**src/rtl/bus_arbiter_rr_pkg.sv**
```systemverilog
// Shared definitions for the native memory bus utilities: arbiter state
// encoding, default bus widths and an index-width helper.
package bus_arbiter_rr_pkg;

    typedef enum logic {
        ARB_IDLE = 1'b0,
        ARB_BUSY = 1'b1
    } arb_state_t;

    localparam int BUS_ADDR_WIDTH = 32;
    localparam int BUS_DATA_WIDTH = 32;
    localparam int BUS_STRB_WIDTH = 4;

    // Width needed to hold an index in 0..value-1, never less than one bit.
    function automatic int clog2(input int value);
        int result;
        int remaining;
        result    = 0;
        remaining = value - 1;
        while (remaining > 0) begin
            result++;
            remaining = remaining >> 1;
        end
        return (result < 1) ? 1 : result;
    endfunction

endpackage

```
**src/rtl/rr_select.sv**
```systemverilog
// Combinational round-robin picker: first set request after i_last, wrapping
// modulo NUM_REQ. Kept standalone so a multi-slave crossbar can reuse it.
module rr_select #(
    parameter int NUM_REQ   = 4,
    parameter int IDX_WIDTH = 2
) (
    input  logic [NUM_REQ-1:0]   i_req,
    input  logic [IDX_WIDTH-1:0] i_last,
    output logic [NUM_REQ-1:0]   o_pick,
    output logic [IDX_WIDTH-1:0] o_idx,
    output logic                 o_any
);

    always_comb begin
        int j;
        // NOTE: every output gets a default before the loop so no path through
        // this block leaves a value unassigned, which would infer a latch.
        o_pick = '0;
        o_idx  = '0;
        o_any  = 1'b0;
        j      = 0;
        // Scan last+1 .. last+NUM_REQ; the wrap keeps indices below NUM_REQ
        // even when NUM_REQ is not a power of two.
        for (int k = 1; k <= NUM_REQ; k++) begin
            j = int'(i_last) + k;
            if (j >= NUM_REQ) begin
                j = j - NUM_REQ;
            end
            if (!o_any && i_req[j]) begin
                o_any     = 1'b1;
                o_pick[j] = 1'b1;
                o_idx     = IDX_WIDTH'(j);
            end
        end
    end

endmodule

```
**src/rtl/bus_arbiter_rr.sv**
```systemverilog
// N-to-1 round-robin arbiter for the valid/ready native memory bus. A grant is
// registered one cycle after a request and held until the slave completes.
module bus_arbiter_rr
    import bus_arbiter_rr_pkg::*;
#(
    parameter int NUM_MASTERS = 4,
    parameter int ADDR_WIDTH  = BUS_ADDR_WIDTH,
    parameter int DATA_WIDTH  = BUS_DATA_WIDTH,
    parameter int STRB_WIDTH  = DATA_WIDTH / 8
) (
    input  logic                              clk,
    input  logic                              resetn,
    input  logic [NUM_MASTERS-1:0]            m_valid,
    output logic [NUM_MASTERS-1:0]            m_ready,
    input  logic [NUM_MASTERS*ADDR_WIDTH-1:0] m_addr,
    input  logic [NUM_MASTERS*DATA_WIDTH-1:0] m_wdata,
    input  logic [NUM_MASTERS*STRB_WIDTH-1:0] m_wstrb,
    output logic [NUM_MASTERS*DATA_WIDTH-1:0] m_rdata,
    output logic                              s_valid,
    input  logic                              s_ready,
    output logic [ADDR_WIDTH-1:0]             s_addr,
    output logic [DATA_WIDTH-1:0]             s_wdata,
    output logic [STRB_WIDTH-1:0]             s_wstrb,
    input  logic [DATA_WIDTH-1:0]             s_rdata,
    output logic [NUM_MASTERS-1:0]            grant
);

    localparam int IDX_WIDTH = clog2(NUM_MASTERS);

    arb_state_t             r_state;
    logic [NUM_MASTERS-1:0] r_grant;
    logic [IDX_WIDTH-1:0]   r_owner;
    logic [IDX_WIDTH-1:0]   r_last;

    logic [NUM_MASTERS-1:0] w_pick;
    logic [IDX_WIDTH-1:0]   w_pick_idx;
    logic                   w_any_req;
    logic                   w_s_valid;
    logic [ADDR_WIDTH-1:0]  w_s_addr;
    logic [DATA_WIDTH-1:0]  w_s_wdata;
    logic [STRB_WIDTH-1:0]  w_s_wstrb;

    rr_select #(
        .NUM_REQ   (NUM_MASTERS),
        .IDX_WIDTH (IDX_WIDTH)
    ) u_rr_select (
        .i_req  (m_valid),
        .i_last (r_last),
        .o_pick (w_pick),
        .o_idx  (w_pick_idx),
        .o_any  (w_any_req)
    );

    // Slave side is selected by the registered one-hot grant only: an idle
    // arbiter or a non-owner's request can never reach the slave.
    always_comb begin
        w_s_valid = 1'b0;
        w_s_addr  = '0;
        w_s_wdata = '0;
        w_s_wstrb = '0;
        for (int i = 0; i < NUM_MASTERS; i++) begin
            if (r_grant[i]) begin
                w_s_valid = m_valid[i];
                w_s_addr  = m_addr[i*ADDR_WIDTH +: ADDR_WIDTH];
                w_s_wdata = m_wdata[i*DATA_WIDTH +: DATA_WIDTH];
                w_s_wstrb = m_wstrb[i*STRB_WIDTH +: STRB_WIDTH];
            end
        end
    end

    always_ff @(posedge clk or negedge resetn) begin
        // NOTE: state is updated with non-blocking assignments so every
        // register samples pre-edge values, independent of statement order.
        if (!resetn) begin
            r_state <= ARB_IDLE;
            r_grant <= '0;
            r_owner <= '0;
            r_last  <= IDX_WIDTH'(NUM_MASTERS - 1);
        end else begin
            case (r_state)
                ARB_IDLE: begin
                    if (w_any_req) begin
                        r_state <= ARB_BUSY;
                        r_grant <= w_pick;
                        r_owner <= w_pick_idx;
                    end
                end
                ARB_BUSY: begin
                    // A dropped owner request is an abort: release without
                    // advancing the round-robin pointer.
                    if (!w_s_valid) begin
                        r_state <= ARB_IDLE;
                        r_grant <= '0;
                    end else if (s_ready) begin
                        r_state <= ARB_IDLE;
                        r_grant <= '0;
                        r_last  <= r_owner;
                    end
                end
                default: begin
                    r_state <= ARB_IDLE;
                    r_grant <= '0;
                end
            endcase
        end
    end

    assign s_valid = w_s_valid;
    assign s_addr  = w_s_addr;
    assign s_wdata = w_s_wdata;
    assign s_wstrb = w_s_wstrb;
    assign grant   = r_grant;
    assign m_ready = s_ready ? r_grant : '0;
    assign m_rdata = {NUM_MASTERS{s_rdata}};

endmodule
```
**config.mk**
```make
export PLATFORM = sky130hd
export DESIGN_NAME = bus_arbiter_rr
export DESIGN_NICKNAME = d
export VERILOG_FILES = /design/src/rtl/bus_arbiter_rr_pkg.sv /design/src/rtl/rr_select.sv /design/src/rtl/bus_arbiter_rr.sv
export SDC_FILE = /design/constraint.sdc
export NUM_CORES = 1
export LEC_CHECK = 0
export CORE_AREA = 3 3 198 200
export CTS_BUF_LIST = sky130_fd_sc_hd__clkbuf_4
export DETAILED_ROUTE_END_ITERATION = 7
export DIE_AREA = 0 0 201 203
export PLACE_DENSITY = 0.38
export RECOVER_POWER = 100
export SYNTH_ARGS = -nofsm -noshare
export SYNTH_HDL_FRONTEND = slang
export SYNTH_SLANG_ARGS = --single-unit
```
**constraint.sdc**
```tcl
create_clock -name clk -period 5.5 [get_ports clk]
set_input_delay 1.1 -clock clk [delete_from_list [all_inputs] [get_ports clk]]
set_output_delay 1.1 -clock clk [all_outputs]
set_load 0.005 [all_outputs]
```
==> Word-level counts from Yosys, hierarchy flattened <==
Index checks and enable logic that the tools add are counted.
{ "classes": {"n_bitwise": 4, "n_mux": 61, "n_lt_le_gt_ge": 12, "eq_ne": 2, "n_reduce_logical": 13, "add_sub_neg": 8} }
{ "ops": {"columns": ["cell", "count"], "rows": [
  ["$mux W32", 12],
  ["$ge A32 B1 Y1 const B", 4],
  ["$ge A32 B4 Y1 const B", 4],
  ["$lt A32 B4 Y1 const B", 4],
  ["$sub A32 B4 Y32 const B", 4],
  ["$mux W4", 12],
  ["$mux W1", 23],
  ["$or A4 B4 Y4", 3],
  ["$bmux W1 S2", 4],
  ["$demux W1 S2", 4],
  ["$mux W2", 4],
  ["$pmux W4 S2", 1],
  ["$logic_and A1 B1 Y1", 7],
  ["$add A2 B2 Y3 const B", 2],
  ["$add A2 B3 Y4 const B", 1],
  ["$reduce_and A2 Y1", 2],
  ["$add A2 B1 Y3 const B", 1],
  ["$logic_not A1 Y1", 3],
  ["$ne A3 B3 Y1 const B", 1],
  ["$reduce_and A3 Y1", 1],
  ["$ne A2 B1 Y1 const B", 1],
  ["$pmux W1 S2", 1],
  ["$not A1 Y1", 1]
]} }
{ "word_totals": {"elab_cells": 104, "input_bits": 311, "out_inout_bits": 205, "ff_bits": 9} }

==> Longest topological paths before layout <==
{ "depth": {"depth_word": 18, "depth_mapped": 8} }

==> Hierarchy <==
A second synthesis with hierarchy kept.
{ "hier_totals": {"cells_unflattened": 567, "area_unflattened_um2": 4031.4} }
{ "modules_own_cells": {"columns": ["mod", "instances", "seq_area_each_um2", "cells_per_inst", "area_per_inst_um2"], "rows": [
  ["bus_arbiter_rr", 1, 227.7, 487, 3394.5],
  ["rr_select", 1, 0.0, 80, 636.9]
]} }

==> Worst setup path before layout <==
No wires, ideal clock.
{ "synth_path": {"kind": "input to output", "start": "input m_valid[0]", "end": "output s_valid", "path_stages": 3, "path_slack_ns": 2.653, "arrival_time_ns": 1.747, "path_cell_list": "clkbuf_1 a221oi_2 o31ai_4"} }
{ "synth_between": {"elab_chain_cells": 4} }
{ "synth_rtl": {"columns": ["item", "line_no", "rtl"], "rows": [
  ["start: declaration", "bus_arbiter_rr.sv:13", "input logic [NUM_MASTERS-1:0] m_valid,"],
  ["$mux W1 (4 in a row)", "bus_arbiter_rr.sv:62", "if (r_grant[i]) begin"],
  ["end: declaration", "bus_arbiter_rr.sv:19", "output logic s_valid,"]
]} }
No other way between the ends.

==> Worst setup path after layout <==
Ends and elaborated chain as after synthesis.

==> out/metrics.yaml <==
status: "finished clean"
drt_iter0_drc: 291
period_needed_ns: 4.380
antenna_found_initial: 1
syn_area_um2: 3710
grt_pass1_vias: 4942
seq_power_share_pct: 8.9
ioPinCount: 516
worst_pin_slew_ns: 1.354
ctsHtreeMaxLevel: 1
start_kind: "input port"
drt-total-wl_mm: 22.58
p_int_mw: 1.225
final.setup_skew_ns: 0.002598
fin_nets: 1073
fin_setup_tns_ns: 0
p_per_area_nw_per_um2: 337.4
clock-root-buffer: "clkbuf_4"
critical_path_arrival_ns: 3.28
yosysSeqAreaShare_pct: 6.138
grtUsageTotal_pct: 10.17
core-area_um2: 37580
grt_max_degree: 71
ys_warn_count: 0
end_kind: "output port"
place.gp.congestion: 0.7969
finalHoldViolCount: 0
p_sw_share_pct: 46.99
max-cap-violations: 0
avgSynthCellArea_um2: 6.625
hp-class: "reg -> reg"
die_area_um2: 40800
fin_util_pct: 18.23
relSlewSlack_pct: 9.736
cts_tree: "built"
syn_inst: 560
finalMaxSlewViolations: 0
cts.clk_slew.worst_paths_ns: 0.06
cts_resized: 0
wire_per_inst_um: 17.85
overflow: 0
fin_crit_sh_pct: 79.64
grt_pass1_wl_mm: 32.26
drt-vias-per-instance: 3.777
worstSetupPathType: "in -> out"
clk_latency_ns: 0.26
synth_nets: 879
dieHeight_um: 203
ys_seq_elements: 9
fp-row-count: 71
area.growth.synth_to_final_pct: 84.65
cts.sinks: 9
setup_violations: 0
cts_buffer_depth: 2
peakVddDrop_mv: 0.2028
crit_required_ns: 4.40
io_buffer_count: 355
ctsHoldBuffers: 0
start_util_pct: 9.872
cts_buffers: 3
cts_setup_buffers: 0
die_w_um: 201
final_common_cell: "clkdlybuf4s50_1"
p_switching_mw: 1.086
worstPathMaxFanout: 12
first_pass_iters: 4
fmax_mhz: 228.3
drc: 0
synth_edf_count: 0
synth_cell_types: 38
p_comb_share_pct: 88.7
hpwl_mm: 18.36
clkPwrFrac_pct: 2.4
p_leak_nw: 2.366
async_reset_ff_share_pct: 100.0
drive_above_1_share_pct: 3.453
ys.flop_type: "dfrtp_1"
ant_nets: 0
rsz0062_at_grt: "no"
vias: 4778
fin_hold_ws_ns: 0.4923
layout_common_cells: "clkdlybuf4s50_1 (300), o21ai_0 (129), nand2_1 (81)"
## worst max-delay path, cell delays in order
cell and delay, ns:
dlygate4sd3_1 0.81, a221oi_2 0.11, o31ai_1 0.58, dlygate4sd3_1 0.69
## kinds of logic (layout without fill, tap and decap cells)
| kind of cell | count (synthesis) | after routing | synth area share (%) |
|---|---|---|---|
| AOI/OAI and AO/OA | 236 | 236 | 43.10 |
| DFF | 9 | 9 | 6.138 |
| and+or+nand+nor | 109 | 109 | 12.48 |
| muxes | 8 | 8 | 2.934 |
| adders and majority gates | 8 | 8 | 2.698 |
| buffers and inverters | 190 | 383 | 32.65 |
| other | 0 | 1 | 0 |
## synth_stat cells (all sizes together) (2+ instances only)
master    n  share of area, %
nand2    81               8.2
o21ai   141                19
mux2i     3              0.81
a32oi     2              0.47
nor2b     3              0.51
nand3     4              0.54
nand2b    3              0.57
mux4      2               1.2
inv      10               1.0
clkbuf   39               3.9
nor2      7              0.71
mux2      3              0.91
nor3      2              0.27
o211ai   12               2.4
ha        8               2.7
dfrtp     7               4.7
and2      4              0.67
a221o    68                18
dfstp     2               1.4
buf     141                28
a21oi     6              0.81
## layout make-up
cell class              count  area, µm²
fillers                  4301      30730
inverters                  10      37.54
multi-input cells         361       2262
clock buffers               4      30.03
well taps                 511      639.4
repair buffers            369       3645
flip-flops and latches      9      234.0
diodes                      1      2.502
## routing by layer
metal  vias to the layer above  track usage, %  routed length, µm
li1                       2302               -                  -
met1                      2149           12.54               9180
met4                         2           2.309                530
met5                         -               0                 13
met2                       281           17.57              10950
met3                        44           2.902               1905
## per-stage QoR
stage / setup slack, ns / std cells / cell area [µm²] / total power [mW]
CTS: 1.217 / 1264 / 6878 / 2.502
global placement: 1.243 / 1260 / 6848 / 2.462
finish: 1.120 / 1265 / 6850 / 2.311
floorplan: 2.653 / 560 / 3710 / 1.232
global route: 0.8648 / 1264 / 6848 / 2.549
detailed placement: 1.226 / 1260 / 6848 / 2.431
## power groups by stage
stage	sequential [mW]	combinational, mW	clock [mW]
after floorplan	0.129	1.10	0
after global placement	0.212	2.25	0
after detailed placement	0.213	2.22	0
after CTS	0.212	2.23	0.0584
after global routing	0.222	2.26	0.0640
final	0.205	2.05	0.0563
## worst paths after layout
kind / from / endpoint / slack [ns] / cells past startpoint
worst max-delay path: m_valid[0] / s_valid / 1.12 / 4
worst min-delay path: r_owner[1] / r_last[1] / 0.49 / 1
worst max register to register: grant[2] / r_last[1] / 2.58 / 6
worst min register to register: r_owner[1] / r_last[1] / 0.49 / 1
max in group asynchronous: resetn / grant[3] / 3.92 / 1
min in group asynchronous: resetn / r_owner[0] / 1.22 / 1
## sequential cells by signal, summed over array words and instances, names as in the netlist
name     count
r_last       2
r_owner      2
r_state      1
grant        4
Power figures use the tool's default switching activity.
==> variant 1, RTL diff (config.mk and constraints unchanged) <==
Set the parameter `NUM_MASTERS` to 5 (it was 4).
--- a/src/rtl/bus_arbiter_rr.sv
+++ b/src/rtl/bus_arbiter_rr.sv
@@ -3,7 +3,7 @@
 module bus_arbiter_rr
     import bus_arbiter_rr_pkg::*;
 #(
-    parameter int NUM_MASTERS = 4,
+    parameter int NUM_MASTERS = 5,
     parameter int ADDR_WIDTH  = BUS_ADDR_WIDTH,
     parameter int DATA_WIDTH  = BUS_DATA_WIDTH,
     parameter int STRB_WIDTH  = DATA_WIDTH / 8
Ports: changed (7 resized); port bits go from 516 to 619. The function was not compared with the original's and may differ.
==> variant 1 against the original RTL <==
Sequential cell count is 3 higher. Setup slack worse by 510 ps. Routed wire length is 110% higher. Sequential share of layout area is 0.21 points lower. Synthesized area is 67% higher. Critical path type is now flop to flop. Power is 64% higher. The run now ends with capacitance limit, slew limit left. Non-clock buffer count is 81 higher. Design area is 43% higher. Hold slack better by 47 ps.
==> variant 1: results (changes against the original RTL) <==
largest_reg_flops: 5  # +1
synth-seq-area-share: 0.0486  # -0.0127
powerDensity_nw_per_um2: 386  # +14%
p_sw_mw: 2.16  # +99%
antenna_found_initial: 18  # +17
portBuffers: 426  # +20%
finalMaxSlewViolations: 37  # +37
wirelength_um: 46400  # +110%
pwr-share-clk: 0.014  # -0.010
violations: "capacitance limit, slew limit"
multi_input_area_share: 0.443  # +0.112
status: "finished, violations left"
final_cells: 1748  # +38%
drt-vias-per-instance: 4.64  # +23%
nets: 1637  # +53%
clk_pin_slew_ps: 80  # +20 ps
cellLeakagePower_nw: 3.74  # +58%
synth_cells: 1018  # +82%
antenna_cells: 3  # +2
worst_pin_slew_ps: 1880  # +529 ps
maxCapViolCount: 1  # +1
cp.arrival_ps: 5020  # +1740 ps
crit_fanout: 36  # +24
synth-seq-cells: 12  # +3
synth_area_um2: 6200  # +67%
utilization: 0.261  # +0.0787
n_fill_cell: 4243  # -1.3%
drt-initial-drc-count: 491  # +69%
## variant 1: cell count changes in the layout (fill, tap and decap cells not counted), moves of 21 or more
cell / before / now
nand2_1: 81 / 102
nor2_1: 7 / 157
a21oi_1: 6 / 148
clkdlybuf4s50_1: 300 / 358
a221o_1: 68 / 0
o21ai_0: 129 / 85
a22oi_1: 0 / 68
## variant 1: final timing paths
check | from | endpoint | slack [ps] | cells after the start
setup / recovery | r_last[0]$_DFFE_PN0P_ | r_owner[0]$_DFFE_PN0P_ | 610 | 10
hold / removal | r_owner[1]$_DFFE_PN0P_ | r_last[1]$_DFFE_PN0P_ | 540 | 1
setup reg to reg | r_last[0]$_DFFE_PN0P_ | r_owner[0]$_DFFE_PN0P_ | 610 | 10
hold reg to reg | r_owner[1]$_DFFE_PN0P_ | r_last[1]$_DFFE_PN0P_ | 540 | 1
max in group asynchronous | resetn | grant[1]$_DFFE_PN0P_ | 3790 | 1
min in group asynchronous | resetn | r_last[1]$_DFFE_PN0P_ | 1260 | 1
## variant 1: kinds of logic after synthesis
logic type               Yosys count  share of synthesized area
multiplexers                      18                     0.0323
XOR/XNOR                           6                     0.0115
buffers and inverters            248                      0.251
AND/OR/NAND/NOR                  349                      0.250
AO/OA/AOI/OAI                    363                      0.361
flip-flops                        12                     0.0486
adder cells (fa/ha/maj)           22                     0.0456
## variant 1: worst max-delay path, stage by stage (launching register included)
cell	delay, ps
dfrtp_1	350
clkbuf_1	1350
ha_1	770
nor2b_1	210
o31ai_4	400
xnor2_4	210
mux2i_2	420
nor2_1	200
and3_1	270
a221oi_1	360
o221ai_1	180
## variant 1: per-layer routing
layer,vias to the layer above,GRT usage,wire length (um)
met2,474,0.313,19200
met3,49,0.167,8320
li1,3862,-,-
met1,3711,0.252,18400
met4,16,0.0193,415
met5,-,0.0226,104
==> variant 2, RTL diff (same flow settings) <==
Without the edit above. Reset style: synchronous (`resetn`), changed in one clocked block.
--- a/src/rtl/bus_arbiter_rr.sv
+++ b/src/rtl/bus_arbiter_rr.sv
@@ -68,7 +68,7 @@
         end
     end
 
-    always_ff @(posedge clk or negedge resetn) begin
+    always_ff @(posedge clk) begin
         // NOTE: state is updated with non-blocking assignments so every
         // register samples pre-edge values, independent of statement order.
         if (!resetn) begin
Function: differs if resetn is asserted again (counterexample within 4 cycles, from zero or initial values and one cycle with resetn low); with resetn held inactive, the same outputs for 4 cycles.
==> variant 2 against the original RTL <==
Routed wire length is 5.1% lower. Synthesized area increased by 0.88%. Clock skew fell by 1.5 ps. Final cell count grew 4.0%. Setup slack got worse by 140 ps. Fmax is 3.2% lower. Die area unchanged. Global-route usage shrank 0.59 points. Non-clock buffer count shrank 9. Hold slack lost 31 ps. Utilization barely moved. Sequential cell count stayed put. Design area about the same.
Power is left out: it rests on default switching activity, and per cell area and clock period it moved more than threefold.
==> variant 2: results (changes against the original RTL) <==
route.met3.wl_um: 1950  # +2.5%
r2r_start: "r_last[0]$_SDFFE_PN1P_"
crit_path_top_delay_cell: "clkbuf_1"
synth-seq-area-share: 0.0481  # -0.0132
place_inst: 1311  # +4.0%
wl_met2_um: 10200  # -7.3%
endpoint: "s_addr[12]"
placed_cell_area_um2: 6840  # -0.16%
met3_usage: 0.0269  # -0.00208
syn_nets: 939  # +6.8%
worstSetupStartpoint: "grant[1]$_SDFFE_PN0P_"
hold_ws_ps: 461  # -30.9 ps
use_met2: 0.166  # -0.00939
antenna_found_initial: 0  # -1
hold_depth: 2  # +1
grt_usage: 0.0958  # -0.00591
hold_path_end: "r_last[1]$_SDFFE_PN1P_"
hp-start: "r_owner[1]$_SDFFE_PN0P_"
drt-initial-drc-count: 197  # -32%
crit_fanout: 32  # +20
grt_pass1_wl_um: 31000  # -4.0%
drive_gt1_frac: 0.0211  # -0.0134
rr_worst_depth: 7  # +1
r2r_slack_ps: 2480  # -100 ps
cts_max_level: 1  # unchanged
gp_congestion: 0.757  # -5.1%
dr.pass1.iters: 6  # +2
async_flop_share: 0  # -1.00
slew_headroom: 0.0900  # -0.00736
timing.final.ws_setup_ps: 976  # -144 ps
place_ws_ps: 1040  # -188 ps
fin_skew_ps: 1.13  # -1.47 ps
crit_path_max_incr_delay_ps: 1030  # +220 ps
cts.repair.resized: 0  # unchanged
antenna_cells: 0  # -1
synth_common_cells: "buf_4 (129), nand2_1 (77), a21oi_1 (70), nor2_1 (70), a22oi_1 (68)"
cts_made_buffers: 3  # unchanged
top_layer: "met4"
hpwl_um: 17000  # -7.2%
grt_pass1_vias: 4975  # +0.67%
yosys-top-cells-area: "buf_4 (26%), a22oi_1 (14%), a21oi_1 (9.4%), nand2_1 (7.7%), o21ai_0 (7.1%)"
avgSynthCellArea_um2: 6.04  # -8.9%
synth_ff_type: "dfxtp_1"
drt-vias-per-instance: 3.75  # -0.62%
grt_max_degree: 74  # +4.2%
n_fill_cell: 4340  # +0.91%
grtUsageMet1: 0.111  # -0.0140
wirelength_um: 21400  # -5.1%
nets: 1124  # +4.8%
status: "complete, no violations"
wl_met1_um: 8470  # -7.8%
ys_types: 40  # +5.3%
variant 2: changes by cell type after synthesis, moves of 4 or more:
cell and delta:
a21oi_1 +64, a221o_1 -68, a221oi_1 +5, a22oi_1 +68, buf_2 -7, clkbuf_1 +5, dfrtp_1 -7, dfxtp_1 +9
nand2_1 -4, nor2_1 +63, o211ai_1 -9, o21ai_0 -63
variant 2: cell type report:
cell class,instances,area (um^2),area share
inverter,11,41.3,0.00603
clock buffer,4,30.0,0.00438
tap,511,639,0.0933
sequential,9,191,0.0279
timing repair buffer,360,3610,0.527
multi-input combinational,420,2340,0.342
variant 2: kinds of logic after synthesis:
| group | Yosys count | share of synthesized area |
|---|---|---|
| AOI/OAI and AO/OA | 236 | 0.386 |
| buffers and inverters | 191 | 0.326 |
| and+or+nand+nor | 169 | 0.188 |
| DFF | 9 | 0.0481 |
| adders and majority gates | 8 | 0.0267 |
| muxes | 7 | 0.0254 |
variant 2: worst min-delay path: stages (launching register included):
cell and delay, ps:
dfxtp_1 320, mux2i_1 60, nand2_1 60
